==> config.mk <==
export PLATFORM = sky130hd
export DESIGN_NAME = plp_dbus_arbiter
export DESIGN_NICKNAME = d
export VERILOG_FILES = /design/src/rtl/plp_bus_pkg.sv /design/src/rtl/plp_arb_pick.sv /design/src/rtl/plp_dbus_arbiter.sv
export SDC_FILE = /design/constraint.sdc
export NUM_CORES = 1
export LEC_CHECK = 0
export CORE_AREA = 4 4 115 117
export CTS_CLUSTER_DIAMETER = 200
export DETAILED_ROUTE_END_ITERATION = 8
export DIE_AREA = 0 0 119 121
export GPL_TIMING_DRIVEN = 1
export PLACE_DENSITY = 0.83
export SLEW_MARGIN = 15
export SYNTH_ARGS = -nofsm -noshare
export SYNTH_HDL_FRONTEND = slang
export SYNTH_HIERARCHICAL = 1
export SYNTH_SLANG_ARGS = --single-unit
==> constraint.sdc <==
create_clock -name clk -period 1.54 [get_ports clk]
set_clock_uncertainty 0.2 [all_clocks]
set_input_delay 0.154 -clock clk [delete_from_list [all_inputs] [get_ports clk]]
set_output_delay 0.154 -clock clk [all_outputs]
set_load 0.1 [all_outputs]
==> src/rtl/plp_bus_pkg.sv <==
// Shared types and constants for the PLP data-bus arbiter family.
package plp_bus_pkg;

    typedef enum logic [1:0] {
        IDLE   = 2'd0,
        ACCESS = 2'd1,
        ACK    = 2'd2
    } state_e;

    localparam logic [1:0] DRW_WRITE = 2'b01;
    localparam logic [1:0] DRW_READ  = 2'b10;

    localparam logic M0 = 1'b0;
    localparam logic M1 = 1'b1;

endpackage

==> src/rtl/plp_arb_pick.sv <==
// Two-way winner select: a lone requester wins; a tie goes to m0 under fixed
// priority, otherwise to whichever master was not served last.
module plp_arb_pick
    import plp_bus_pkg::*;
#(
    parameter bit FIXED_PRIO = 1'b0
) (
    input  logic [1:0] req_i,
    input  logic       last_i,
    output logic       winner_o
);

    always_comb begin
        winner_o = M0;
        case (req_i)
            2'b10:   winner_o = M1;
            2'b11:   winner_o = FIXED_PRIO ? M0 : ~last_i;
            default: winner_o = M0;
        endcase
    end

endmodule

==> src/rtl/plp_dbus_arbiter.sv <==
// Shares one PLP peripheral data port between two masters with a
// request/grant/ack handshake; the slave read data is registered for the ack.
module plp_dbus_arbiter
    import plp_bus_pkg::*;
#(
    parameter int unsigned WAIT_STATES = 0,
    parameter bit          FIXED_PRIO  = 1'b0
) (
    input  logic        clk,
    input  logic        rst,
    input  logic        m0_req,
    input  logic [31:0] m0_addr,
    input  logic [1:0]  m0_rw,
    input  logic [31:0] m0_din,
    output logic        m0_gnt,
    output logic        m0_ack,
    output logic [31:0] m0_dout,
    input  logic        m1_req,
    input  logic [31:0] m1_addr,
    input  logic [1:0]  m1_rw,
    input  logic [31:0] m1_din,
    output logic        m1_gnt,
    output logic        m1_ack,
    output logic [31:0] m1_dout,
    output logic        s_de,
    output logic [31:0] s_daddr,
    output logic [1:0]  s_drw,
    output logic [31:0] s_din,
    input  logic [31:0] s_dout
);

    localparam logic [3:0] WS = 4'(WAIT_STATES);

    state_e      state_q;
    logic        owner_q;
    logic        last_q;
    logic [3:0]  cnt_q;
    logic [31:0] rdata_q;
    logic        winner;
    logic        in_access;
    logic        in_ack;

    plp_arb_pick #(.FIXED_PRIO(FIXED_PRIO)) u_pick (
        .req_i   ({m1_req, m0_req}),
        .last_i  (last_q),
        .winner_o(winner)
    );

    always_ff @(posedge clk) begin
        if (rst) begin
            state_q <= IDLE;
            owner_q <= M0;
            last_q  <= M1;
            cnt_q   <= '0;
            rdata_q <= '0;
        end else begin
            case (state_q)
                IDLE: begin
                    if (m0_req || m1_req) begin
                        owner_q <= winner;
                        cnt_q   <= WS;
                        state_q <= ACCESS;
                    end
                end
                ACCESS: begin
                    if (cnt_q == 4'd0) begin
                        rdata_q <= s_dout;
                        last_q  <= owner_q;
                        state_q <= ACK;
                    end else begin
                        cnt_q <= cnt_q - 4'd1;
                    end
                end
                // No arbitration here, so a held req from the owner waits for IDLE.
                ACK:     state_q <= IDLE;
                default: state_q <= IDLE;
            endcase
        end
    end

    assign in_access = (state_q == ACCESS);
    assign in_ack    = (state_q == ACK);

    assign m0_gnt  = in_access && (owner_q == M0);
    assign m1_gnt  = in_access && (owner_q == M1);
    assign m0_ack  = in_ack && (owner_q == M0);
    assign m1_ack  = in_ack && (owner_q == M1);
    assign m0_dout = m0_ack ? rdata_q : '0;
    assign m1_dout = m1_ack ? rdata_q : '0;

    // Slave side follows the owner's live inputs during ACCESS, idles at zero otherwise.
    assign s_de    = in_access;
    assign s_daddr = in_access ? ((owner_q == M1) ? m1_addr : m0_addr) : '0;
    assign s_drw   = in_access ? ((owner_q == M1) ? m1_rw   : m0_rw)   : '0;
    assign s_din   = in_access ? ((owner_q == M1) ? m1_din  : m0_din)  : '0;

endmodule
==> impl_metrics.json <==
{
  "status": "finished with violations",
  "violations": "negative setup slack",
  "instances_no_fill": 915,
  "synth_common_cells": "71 x nor2_1, 67 x mux2i_1, 65 x and2_1",
  "slew_violations": 0,
  "r2r-start": "state_q[1]",
  "grt.total_usage_pct": 21.1,
  "cts_tree": "built",
  "yosysUniqueCellTypes": 28,
  "setup_viol": 169,
  "route.detailed.drc": 0,
  "finalPower_mw": 5.70,
  "syn_avg_cell_area_um2": 7.76,
  "fmax_mhz": 516,
  "wl_um": 19200,
  "numClockSinks": 40,
  "cts_buffers": 5,
  "diodes": 0,
  "die_w_um": 119,
  "via_per_inst": 4.91,
  "drtPass1Iterations": 4,
  "ir_worst_vdd_mv": 0.382,
  "routabilityCongestion": 0.821,
  "cp-start-kind": "flop",
  "grt-ovfl-total": 0,
  "cp_data_required_time_ps": 1190,
  "r2r_end": "rdata_q[18]",
  "crit_end": "s_daddr[21]",
  "dp.cells": 872,
  "synth_flop_cell": "dfxtp_1",
  "yosys-top-cells-area": "dfxtp_1 25%, mux2i_1 21%, and2_1 13%",
  "clockBufferDepth": 2,
  "yosysMostFrequentCell": "nor2_1",
  "hold_violations": 0,
  "rows": 41,
  "ys_seq_area_share_pct": 25.2,
  "post_drt_wl_per_cell_um": 21.0,
  "critical_path_class": "reg2out",
  "start_util_pct": 25.7,
  "synth_area_um2": 3180,
  "ys_ff_latch": 40,
  "cts_root_buf": "clkbuf_16",
  "maxSlewHeadroom_pct": 81.5,
  "setup_tns_ps": -50380,
  "via_count": 4495,
  "synth_cells": 410,
  "tightest_slew_ps": 269,
  "grt_max_degree": 72,
  "dieArea_um2": 14400,
  "ant_nets": 0,
  "ios": 303,
  "ys_async_sr_fraction_pct": 0,
  "whs_ps": 256,
  "leakagePower_nw": 3.63,
  "h-tree-depth": 2,
  "period_share_pct": 126,
  "antenna_found_initial": 0,
  "hold_path_class": "in2reg",
  "core_region_area_um2": 12400,
  "worst-r2r-cell-count": 7,
  "syn_to_final_growth_pct": 211,
  "cp_max_fo": 28,
  "r2r_setup_slack_ps": -170,
  "dp_hpwl_um": 13200,
  "end_kind": "output port",
  "synthesis.nets": 580,
  "port_buffers": 302,
  "final_net_count": 912,
  "power_per_cell_area_nw_per_um2": 576,
  "hold_buffers": 0,
  "drv_cap": 0,
  "grt_pass1_wl_um": 24300,
  "die_h_um": 121,
  "critPathArrivalTime_ps": 1580,
  "yosys.area.top_type": "dfxtp_1",
  "drt-initial-drc-count": 236,
  "clk_pin_slew_ps": 60,
  "drive_above_1_share_pct": 58.0,
  "crit_start": "owner_q",
  "synth_top_area_share_pct": 25.2,
  "synth_warnings": 6,
  "worstSkewPairLatency_ps": 280,
  "rsz0062_at_grt": "yes",
  "layout_setup_ws_ps": -398,
  "grt_pass1_vias": 4452,
  "finalCriticalPeriod_ps": 1940,
  "synth_edf_count": 0
}
-- repair_timing --
action	4_1_cts	5_1_grt
cloned	1	16
resized for setup	70	121
pin swaps	18	31
buffers inserted	5	14
endpoints found under the hold margin	0	0
endpoints found under the setup margin	170	172
-- worst min-delay path by stage --
stage | depth (start not counted) | endpoint | startpoint | slack, ps
floorplan | 2 | rdata_q[2] | s_dout[2] | 120
global placement | 2 | rdata_q[20] | rdata_q[20] | 270
detailed placement | 2 | rdata_q[3] | rdata_q[3] | 270
CTS | 3 | rdata_q[30] | s_dout[30] | 270
global route | 3 | rdata_q[30] | s_dout[30] | 270
finish | 3 | rdata_q[12] | s_dout[12] | 260
-- logic make-up (layout without fill, tap and decap cells) --
| kind of cell | Yosys count | in the layout | share of synthesized area, % |
|---|---|---|---|
| muxes | 67 | 67 | 21.1 |
| AOI/OAI and AO/OA | 45 | 45 | 7.59 |
| buffers and inverters | 42 | 374 | 5.58 |
| DFF | 40 | 40 | 25.2 |
| and+or+nand+nor | 214 | 215 | 39.8 |
| adders and majority gates | 2 | 2 | 0.786 |
-- through the flow --
step / cell area (µm²) / utilization [%] / setup slack [ps]
finish: 9890 / 80.0 / -398
global route: 9890 / 80.0 / -467
CTS: 9020 / 73.0 / -372
detailed placement: 8600 / 69.6 / -143
global placement: 8600 / 69.6 / -90.1
floorplan: 4000 / - / -328
-- layout by cell type (no fill, tap or decap), types with 2 or more instances in the layout --
master           count
a21oi_1              3
a21oi_2              2
and2_4              65
buf_12             152
buf_16               2
buf_4               14
buf_6               14
buf_8                2
clkbuf_16           16
clkdlybuf4s50_1    167
dfxtp_1             35
dfxtp_2              3
dfxtp_4              2
inv_2                2
mux2i_1             10
mux2i_2             42
mux2i_4             15
nand2b_1            33
nand2b_4             2
nand4b_1            33
nor2_1               4
nor2_4              67
nor3b_4              2
o21ai_0              4
o21ai_1             13
o21ai_2             18
or3_1                3
-- sequential cells by signal (all words and copies together), names as in the netlist --
register,flops
last_q,1
owner_q,1
state_q,2
rdata_q,32
cnt_q,4
-- power by group --
| part | total, mW | internal [mW] | switching [mW] |
|---|---|---|---|
| sequential | 1.18 | 1.10 | 0.0731 |
| combinational | 3.46 | 1.53 | 1.92 |
| clock | 1.06 | 0.646 | 0.417 |
| total | 5.70 | 3.28 | 2.41 |
-- metal layers --
metal  vias to the layer above  GRT usage [%]  part of all wire, %
met3                        48           4.66                  5.9
li1                       2071              -                    -
met4                         0           6.59                  3.2
met5                         -              0                    0
met2                       231           41.1                   57
met1                      2145           22.4                   34
-- area by class of cell --
type	instances	area [µm²]
clock buffers	7	143
multi-input cells	329	3360
flip-flops and latches	40	812
clock inverters	1	6.26
fillers	653	2470
inverters	4	20.0
well taps	172	215
repair buffers	362	5340
-- worst max-delay path: stages (launching register included) --
cell and delay (ps):
dfxtp_4 440, buf_16 260, mux2i_2 330, nor2_4 80
buf_12 170
Power figures use the tool's default switching activity.
